<file path="src/rtl/alu_op_sequencer_pkg.sv">
// Shared definitions for the ALU op sequencer: the control-step states,
// the opcode map and a small range-check helper.
package alu_seq_pkg;

  // One state per control step of a fetch plus register-register ALU instruction
  typedef enum logic [2:0] {
    ST_IDLE,
    ST_T0,
    ST_T1,
    ST_T2,
    ST_T3,
    ST_T4,
    ST_T5,
    ST_TRAP
  } state_t;

  localparam int OPC_ADD = 0;
  localparam int OPC_SUB = 1;
  localparam int OPC_AND = 2;
  localparam int OPC_OR  = 3;
  localparam int OPC_SHR = 4;
  localparam int OPC_SHL = 5;
  localparam int OPC_ROR = 6;
  localparam int OPC_ROL = 7;

  // Highest opcode the datapath ALU implements; anything above traps
  localparam int OPC_LEGAL_MAX = OPC_ROL;

  // True when an index addresses one of 'limit' entries. The comparison is
  // done on int so that it stays meaningful when the field is wider than
  // the number of registers it has to address.
  function automatic logic idx_in_range(input int idx, input int limit);
    return idx < limit;
  endfunction

endpackage

</file>
<file path="src/rtl/alu_op_sequencer_onehot_dec.sv">
// Index to one-hot decoder with a range-valid flag, used to build the
// register bus-enable and register load-enable vectors.
module onehot_dec
  import alu_seq_pkg::*;
#(
  parameter int N     = 16,
  parameter int IDX_W = (N > 1) ? $clog2(N) : 1
) (
  input  logic [IDX_W-1:0] idx,
  input  logic             en,
  output logic [N-1:0]     onehot,
  output logic             valid
);

  // Flag indices that name a register that does not exist
  always_comb valid = idx_in_range(int'(idx), N);

  // Drive at most one bit, and only for an enabled, in-range index
  always_comb begin
    onehot = '0;
    if (en && valid) onehot[idx] = 1'b1;
  end

endmodule

</file>
<file path="src/rtl/alu_op_sequencer.sv">
// Control sequencer for the single-bus datapath: steps through fetch and a
// register-register ALU operation, stalls on memory, traps on bad
// instructions and counts retired instructions.
module alu_op_sequencer
  import alu_seq_pkg::*;
#(
  parameter int DATA_W    = 32,
  parameter int NUM_REGS  = 16,
  parameter int REG_IDX_W = $clog2(NUM_REGS),
  parameter int OPC_W     = 5,
  parameter int CNT_W     = 16
) (
  input  logic                 clock,
  input  logic                 clear,
  input  logic                 run,
  input  logic                 mem_ready,
  input  logic [DATA_W-1:0]    ir,
  output logic                 PCout,
  output logic                 MARin,
  output logic                 IncPC,
  output logic                 Zin,
  output logic                 Zlowout,
  output logic                 PCin,
  output logic                 Read,
  output logic                 MDRin,
  output logic                 MDRout,
  output logic                 IRin,
  output logic                 Yin,
  output logic [NUM_REGS-1:0]  reg_out,
  output logic [NUM_REGS-1:0]  reg_in,
  output logic [OPC_W-1:0]     alu_op,
  output logic                 alu_en,
  output logic                 busy,
  output logic                 illegal,
  output logic [CNT_W-1:0]     instr_count
);

  localparam int RA_MSB  = DATA_W - 1 - OPC_W;
  localparam int RB_MSB  = RA_MSB - REG_IDX_W;
  localparam int RC_MSB  = RB_MSB - REG_IDX_W;
  localparam int LOW_MSB = RC_MSB - REG_IDX_W;

  state_t state;
  state_t next_state;

  logic [OPC_W-1:0]     ir_opc;
  logic [REG_IDX_W-1:0] ir_ra;
  logic [REG_IDX_W-1:0] ir_rb;
  logic [REG_IDX_W-1:0] ir_rc;
  logic                 unused_ir_bits;

  logic [OPC_W-1:0]     dec_opc;
  logic [REG_IDX_W-1:0] dec_ra;
  logic [REG_IDX_W-1:0] dec_rc;

  logic [REG_IDX_W-1:0] src_idx;
  logic [REG_IDX_W-1:0] dst_idx;
  logic                 src_en;
  logic                 dst_en;
  logic                 src_valid;
  logic                 dst_valid;
  logic                 instr_legal;

  assign ir_opc         = ir[DATA_W-1 -: OPC_W];
  assign ir_ra          = ir[RA_MSB -: REG_IDX_W];
  assign ir_rb          = ir[RB_MSB -: REG_IDX_W];
  assign ir_rc          = ir[RC_MSB -: REG_IDX_W];
  assign unused_ir_bits = ^ir[LOW_MSB:0];

  // During T3 both decoders look at the live IR so their valid flags double
  // as the rb/ra range checks; afterwards they use the captured fields.
  always_comb begin
    src_idx = (state == ST_T3) ? ir_rb : dec_rc;
    dst_idx = (state == ST_T3) ? ir_ra : dec_ra;
    src_en  = ((state == ST_T3) && instr_legal) || (state == ST_T4);
    dst_en  = (state == ST_T5);
  end

  // An instruction is legal when the opcode is implemented and every
  // register field names an existing register
  always_comb begin
    instr_legal = (int'(ir_opc) <= OPC_LEGAL_MAX) && src_valid && dst_valid &&
                  idx_in_range(int'(ir_rc), NUM_REGS);
  end

  onehot_dec #(.N(NUM_REGS), .IDX_W(REG_IDX_W)) u_src_dec (
    .idx    (src_idx),
    .en     (src_en),
    .onehot (reg_out),
    .valid  (src_valid)
  );

  onehot_dec #(.N(NUM_REGS), .IDX_W(REG_IDX_W)) u_dst_dec (
    .idx    (dst_idx),
    .en     (dst_en),
    .onehot (reg_in),
    .valid  (dst_valid)
  );

  // Control-step register; reset lands in IDLE from any step, even a stall
  always_ff @(posedge clock or negedge clear) begin
    if (!clear) state <= ST_IDLE;
    else        state <= next_state;
  end

  // Step sequencing; run only matters in IDLE and at the end of T5
  always_comb begin
    next_state = state;
    case (state)
      ST_IDLE: if (run) next_state = ST_T0;
      ST_T0:   next_state = ST_T1;
      ST_T1:   if (mem_ready) next_state = ST_T2;
      ST_T2:   next_state = ST_T3;
      ST_T3:   next_state = instr_legal ? ST_T4 : ST_TRAP;
      ST_T4:   next_state = ST_T5;
      ST_T5:   next_state = run ? ST_T0 : ST_IDLE;
      ST_TRAP: next_state = ST_TRAP;
      default: next_state = ST_IDLE;
    endcase
  end

  // Per-step datapath strobes, decoded from the current step only
  always_comb begin
    PCout   = 1'b0;
    MARin   = 1'b0;
    IncPC   = 1'b0;
    Zin     = 1'b0;
    Zlowout = 1'b0;
    PCin    = 1'b0;
    Read    = 1'b0;
    MDRin   = 1'b0;
    MDRout  = 1'b0;
    IRin    = 1'b0;
    Yin     = 1'b0;
    alu_en  = 1'b0;
    alu_op  = '0;
    busy    = (state != ST_IDLE);
    case (state)
      ST_T0: begin
        PCout = 1'b1;
        MARin = 1'b1;
        IncPC = 1'b1;
        Zin   = 1'b1;
      end
      ST_T1: begin
        Zlowout = 1'b1;
        PCin    = 1'b1;
        Read    = 1'b1;
        MDRin   = 1'b1;
      end
      ST_T2: begin
        MDRout = 1'b1;
        IRin   = 1'b1;
      end
      ST_T3: Yin = instr_legal;
      ST_T4: begin
        Zin    = 1'b1;
        alu_en = 1'b1;
        alu_op = dec_opc;
      end
      ST_T5:   Zlowout = 1'b1;
      default: ;
    endcase
  end

  // Capture the decode at the end of T3 so IR may change afterwards; flag
  // bad instructions stickily and count each completed T5
  always_ff @(posedge clock or negedge clear) begin
    if (!clear) begin
      dec_opc     <= '0;
      dec_ra      <= '0;
      dec_rc      <= '0;
      illegal     <= 1'b0;
      instr_count <= '0;
    end else begin
      if (state == ST_T3) begin
        if (instr_legal) begin
          dec_opc <= ir_opc;
          dec_ra  <= ir_ra;
          dec_rc  <= ir_rc;
        end else begin
          illegal <= 1'b1;
        end
      end
      if (state == ST_T5) instr_count <= instr_count + CNT_W'(1);
    end
  end

endmodule

</file>
<file path="config.mk">
export PLATFORM = sky130hd
export DESIGN_NAME = alu_op_sequencer
export DESIGN_NICKNAME = d
export VERILOG_FILES = /design/src/rtl/alu_op_sequencer_pkg.sv /design/src/rtl/alu_op_sequencer_onehot_dec.sv /design/src/rtl/alu_op_sequencer.sv
export SDC_FILE = /design/constraint.sdc
export NUM_CORES = 1
export LEC_CHECK = 0
export BUFFER_PORTS_ARGS = -buffer_cell sky130_fd_sc_hd__buf_2
export CAP_MARGIN = 10
export CORE_ASPECT_RATIO = 1.2
export CORE_UTILIZATION = 49
export CTS_CLUSTER_DIAMETER = 200
export DETAILED_ROUTE_END_ITERATION = 8
export PLACE_DENSITY = 0.92
export RECOVER_POWER = 100
export REMOVE_ABC_BUFFERS = 1
export SLEW_MARGIN = 10
export SYNTH_ARGS = -nofsm -noshare
export SYNTH_HDL_FRONTEND = slang
export SYNTH_SLANG_ARGS = --single-unit
</file>
<file path="constraint.sdc">
create_clock -name clock -period 3.91 [get_ports clock]
set_input_delay 1.173 -clock clock [delete_from_list [all_inputs] [get_ports clock]]
set_output_delay 1.173 -clock clock [all_outputs]
set_load 0.01 [all_outputs]
</file>
==> flow_summary.html <==
<table>
<tr><th>Metric</th><th>Value</th></tr>
<tr><th colspan="2">Flow run</th></tr>
<tr><td>Max Cap Viol</td><td>1</td></tr>
<tr><th colspan="2">Critical path</th></tr>
<tr><td>Required time reported for the critical path endpoint</td><td>2.74 ns</td></tr>
<tr><td>Arrival time of data at the critical path endpoint</td><td>2.25 ns</td></tr>
<tr><td>CP Class</td><td>primary input to primary output</td></tr>
<tr><td>Element type at the critical path end</td><td>primary output</td></tr>
<tr><td>Max FO, Critical Path</td><td>4</td></tr>
<tr><td>Category of the worst setup path launch point</td><td>primary input</td></tr>
<tr><th colspan="2">Logic synthesis</th></tr>
<tr><td>Top-count cell post-synth</td><td>sky130_fd_sc_hd__nor2_1</td></tr>
<tr><td>Cells after synthesis</td><td>203</td></tr>
<tr><td>Area of the mapped netlist</td><td>0.00196 mm2</td></tr>
<tr><td>#FFs+latches synth</td><td>33</td></tr>
<tr><td>Leading post-synthesis cells by instance count</td><td>sky130_fd_sc_hd__nor2_1, sky130_fd_sc_hd__dfrtp_1, sky130_fd_sc_hd__nand2_1</td></tr>
<tr><td>Avg Cell Area, Syn</td><td>9.66 um2</td></tr>
<tr><td>Proportion of register bits with asynchronous set or reset after synthesis</td><td>1.00</td></tr>
<tr><td>Dominant synthesized flop cell</td><td>sky130_fd_sc_hd__dfrtp_1</td></tr>
<tr><td>Cells taking the most area after synthesis</td><td>sky130_fd_sc_hd__dfrtp_1, sky130_fd_sc_hd__nor2_1, sky130_fd_sc_hd__xnor2_1</td></tr>
<tr><td>Yosys warning count</td><td>0</td></tr>
<tr><td>Post-synth top area share</td><td>0.421</td></tr>
<tr><td>Number of library cell types mapped by synthesis</td><td>44</td></tr>
<tr><td>Share of synthesized area occupied by flip-flops and latches</td><td>0.421</td></tr>
<tr><td>Dominant cell type by area after synthesis</td><td>sky130_fd_sc_hd__dfrtp_1</td></tr>
<tr><td>Post-synth EDFFs</td><td>0</td></tr>
<tr><th colspan="2">STA</th></tr>
<tr><td>Final Hold Fails</td><td>0</td></tr>
<tr><td>Max transition margin</td><td>-0.155</td></tr>
<tr><td>Post-route clock period utilization</td><td>0.876</td></tr>
<tr><td>Hold Worst Slack</td><td>0.467 ns</td></tr>
<tr><td>Summed negative setup slack over all endpoints</td><td>0 ns</td></tr>
<tr><td>Setup repair after global routing missed its margin</td><td>no</td></tr>
<tr><td>Setup-violating endpoint count in the final report</td><td>0</td></tr>
<tr><td>Slew @ Worst Pin</td><td>1.73 ns</td></tr>
<tr><td>Final critical path time including I/O delays and setup</td><td>3.42 ns</td></tr>
<tr><td>Clk_skew</td><td>0.00563 ns</td></tr>
<tr><td>Worst setup margin</td><td>0.487 ns</td></tr>
<tr><td>Number of slew-limit violations in the final report</td><td>34</td></tr>
<tr><td>Highest attainable clock frequency</td><td>292 MHz</td></tr>
<tr><th colspan="2">GRT</th></tr>
<tr><td>Maximum number of pins on one net before global-route repair</td><td>34</td></tr>
<tr><td>Global-route wire length before repair</td><td>7.09 mm</td></tr>
<tr><td>Antenna violations before repair</td><td>0</td></tr>
<tr><td>GRT overflow</td><td>0</td></tr>
<tr><td>GR met1 Demand/Resource</td><td>0.245</td></tr>
<tr><td>Via count of the first global-routing pass</td><td>1,634</td></tr>
<tr><td>Highest-utilization routing layer at the global route stage</td><td>met2</td></tr>
<tr><td>Combined global-route utilization of all metal layers</td><td>0.216</td></tr>
<tr><td>GR Util met3</td><td>0.0379</td></tr>
<tr><td>Met2 layer usage reported by global route</td><td>0.394</td></tr>
<tr><th colspan="2">Power and ir drop</th></tr>
<tr><td>Worst ir drop on vdd</td><td>280 uV</td></tr>
<tr><td>Switching power</td><td>0.000557 W</td></tr>
<tr><td>Power Density</td><td>604 mW/mm2</td></tr>
<tr><td>Leak pwr</td><td>1.02 nW</td></tr>
<tr><td>Seq pwr share</td><td>0.411</td></tr>
<tr><td>Share of total power in combinational logic</td><td>0.356</td></tr>
<tr><td>Fraction of power spent switching nets</td><td>0.396</td></tr>
<tr><td>Internal power contribution</td><td>0.000851 W</td></tr>
<tr><td>Clock power share</td><td>0.233</td></tr>
<tr><th colspan="2">Clock tree</th></tr>
<tr><td>Clock root buffer master</td><td>sky130_fd_sc_hd__clkbuf_8</td></tr>
<tr><td>Hold-fix buffers at CTS</td><td>0</td></tr>
<tr><td>Max Root-Sink Buffers</td><td>2</td></tr>
<tr><td>Clock-pin slew reported for the worst setup and hold paths after clock tree synthesis</td><td>0.07 ns</td></tr>
<tr><td>CTS H-tree depth</td><td>2</td></tr>
<tr><td>Worst skew pair latency</td><td>0.28 ns</td></tr>
<tr><td>CTS tree</td><td>built</td></tr>
<tr><td>Cells resized by post-CTS repair</td><td>0</td></tr>
<tr><td>Post-CTS setup repair buffer count</td><td>0</td></tr>
<tr><td>Inserted Clock Buffers</td><td>5</td></tr>
<tr><td>Sinks on Clock Net</td><td>33</td></tr>
<tr><th colspan="2">Cells and area</th></tr>
<tr><td>Layout cell share with drive strength beyond 1</td><td>0.150</td></tr>
<tr><td>Utilization of the core after routing</td><td>0.626</td></tr>
<tr><td>Total Nets Final</td><td>322</td></tr>
<tr><td>Growth of design area from synthesis to finish</td><td>18.9%</td></tr>
<tr><td>Post-layout instance count excluding filler cells</td><td>338</td></tr>
<tr><td>Number of antenna cells inserted</td><td>0</td></tr>
<tr><td>Filler cell count in the final layout</td><td>370</td></tr>
<tr><th colspan="2">Routing</th></tr>
<tr><td>Detailed Route Iter0 Violations</td><td>59</td></tr>
<tr><td>Final antenna-violating net count</td><td>0</td></tr>
<tr><td>DR DRC count</td><td>0</td></tr>
<tr><td>Via/cell ratio</td><td>5.09</td></tr>
<tr><td>Detailed-routing iteration count for the pre-antenna-repair pass</td><td>4</td></tr>
<tr><td>WL per Instance</td><td>12.6 um</td></tr>
<tr><td>Via count</td><td>1,719</td></tr>
<tr><td>Post-Route WL</td><td>4.27 mm</td></tr>
<tr><th colspan="2">Floorplanning</th></tr>
<tr><td>Starting utilization of the core area</td><td>0.527</td></tr>
<tr><td>Floorplan die height</td><td>71.3 um</td></tr>
<tr><td>Full die area</td><td>0.00426 mm2</td></tr>
<tr><td>Die span in x</td><td>59.8 um</td></tr>
<tr><td>Core area</td><td>0.00372 mm2</td></tr>
<tr><td>Number of core rows</td><td>24</td></tr>
<tr><td>Io pins</td><td>103</td></tr>
<tr><th colspan="2">Placement</th></tr>
<tr><td>Count of buffers from port buffering</td><td>87</td></tr>
<tr><td>Gpl congestion</td><td>0.745</td></tr>
<tr><td>Placed cell count</td><td>330</td></tr>
<tr><td>Worst setup slack after placement</td><td>0.620 ns</td></tr>
<tr><td>HPWL after detailed placement</td><td>3.20 mm</td></tr>
<tr><th colspan="2">Hold path</th></tr>
<tr><td>Class of the tightest hold or removal check</td><td>register to register</td></tr>
<tr><th colspan="2">Status</th></tr>
<tr><td>Status</td><td>finished, violations left</td></tr>
<tr><td>Violations in the final reports</td><td>capacitance limit, slew limit</td></tr>
</table>
==> sequential cells by signal, indices dropped and copies added (netlist names), named ones only <==
| signal | count |
|---|---|
| dec_ra | 4 |
| dec_opc | 5 |
| instr_count | 16 |
| dec_rc | 4 |
| illegal | 1 |
| state | 2 |
==> worst paths after layout <==
check                                startpoint         endpoint  slack (ns)  cells past startpoint
max in group asynchronous                 clear        dec_ra[3]        1.56                      1
worst min-delay path            instr_count[15]  instr_count[15]        0.47                      1
worst min register to register  instr_count[15]  instr_count[15]        0.47                      1
worst max register to register         register       dec_opc[2]        1.77                      3
min in group asynchronous                 clear   instr_count[6]        1.34                      1
worst max-delay path                     ir[31]       reg_out[2]        0.49                      5
==> metrics by stage <==
step,total power [W],cell area (um2)
CTS,0.00149,2480
detailed placement,0.00116,2370
floorplan,0.000959,1860
global route,0.00152,2330
global placement,0.00113,2370
finish,0.00141,2330
==> routing by layer <==
metal  up-vias  wire [um]
li1        847          -
met1       808       1730
met2        57       2260
met3         7        217
met4         0         64
met5         -          0
==> critical path: stages <==
cell,delay (ns)
sky130_fd_sc_hd__buf_2,0.11
sky130_fd_sc_hd__o41ai_1,0.46
sky130_fd_sc_hd__nand3_1,0.22
sky130_fd_sc_hd__nor2_1,0.13
sky130_fd_sc_hd__clkbuf_1,0.16
==> power by group through the flow <==
stage / Sequential (W) / Clock, W / Combinational (W)
3_3_place_gp: 0.000580 / 0 / 0.000552
6_report: 0.000579 / 0.000328 / 0.000502
5_1_grt: 0.000604 / 0.000353 / 0.000565
4_1_cts: 0.000585 / 0.000336 / 0.000574
3_5_place_dp: 0.000589 / 0 / 0.000572
2_1_floorplan: 0.000561 / 0 / 0.000397
==> cells in the final DEF, fill, tap and decap left out, types with 6 or more instances in the layout <==
| master | n |
|---|---|
| sky130_fd_sc_hd__clkbuf_1 | 63 |
| sky130_fd_sc_hd__nor2_1 | 42 |
| sky130_fd_sc_hd__dfrtp_1 | 33 |
| sky130_fd_sc_hd__buf_2 | 26 |
| sky130_fd_sc_hd__nand2_1 | 16 |
| sky130_fd_sc_hd__xnor2_1 | 14 |
| sky130_fd_sc_hd__a31oi_1 | 7 |
| sky130_fd_sc_hd__nand4_1 | 7 |
| sky130_fd_sc_hd__inv_1 | 6 |
| sky130_fd_sc_hd__mux2_1 | 6 |
| sky130_fd_sc_hd__clkbuf_8 | 6 |
==> area by class of cell <==
| cell class | count | area [um2] | share of cell area |
|---|---|---|---|
| multi-input cells | 151 | 940 | 0.403 |
| flip-flops and latches | 33 | 826 | 0.354 |
| repair buffers | 88 | 363 | 0.156 |
| clock buffers | 7 | 86.3 | 0.0370 |
| well taps | 52 | 65.1 | 0.0279 |
| clock inverters | 1 | 30.0 | 0.0129 |
| inverters | 6 | 22.5 | 0.00966 |
==> kinds of logic after synthesis <==
group,Yosys count,share of synthesized area
flip-flops,33,0.421
adder cells (fa/ha/maj),1,0.00638
AND/OR/NAND/NOR,109,0.304
buffers and inverters,19,0.0631
multiplexers,10,0.0625
XOR/XNOR,15,0.0670
AO/OA/AOI/OAI,16,0.0765
Note: power is estimated with default switching activity, not from simulation.
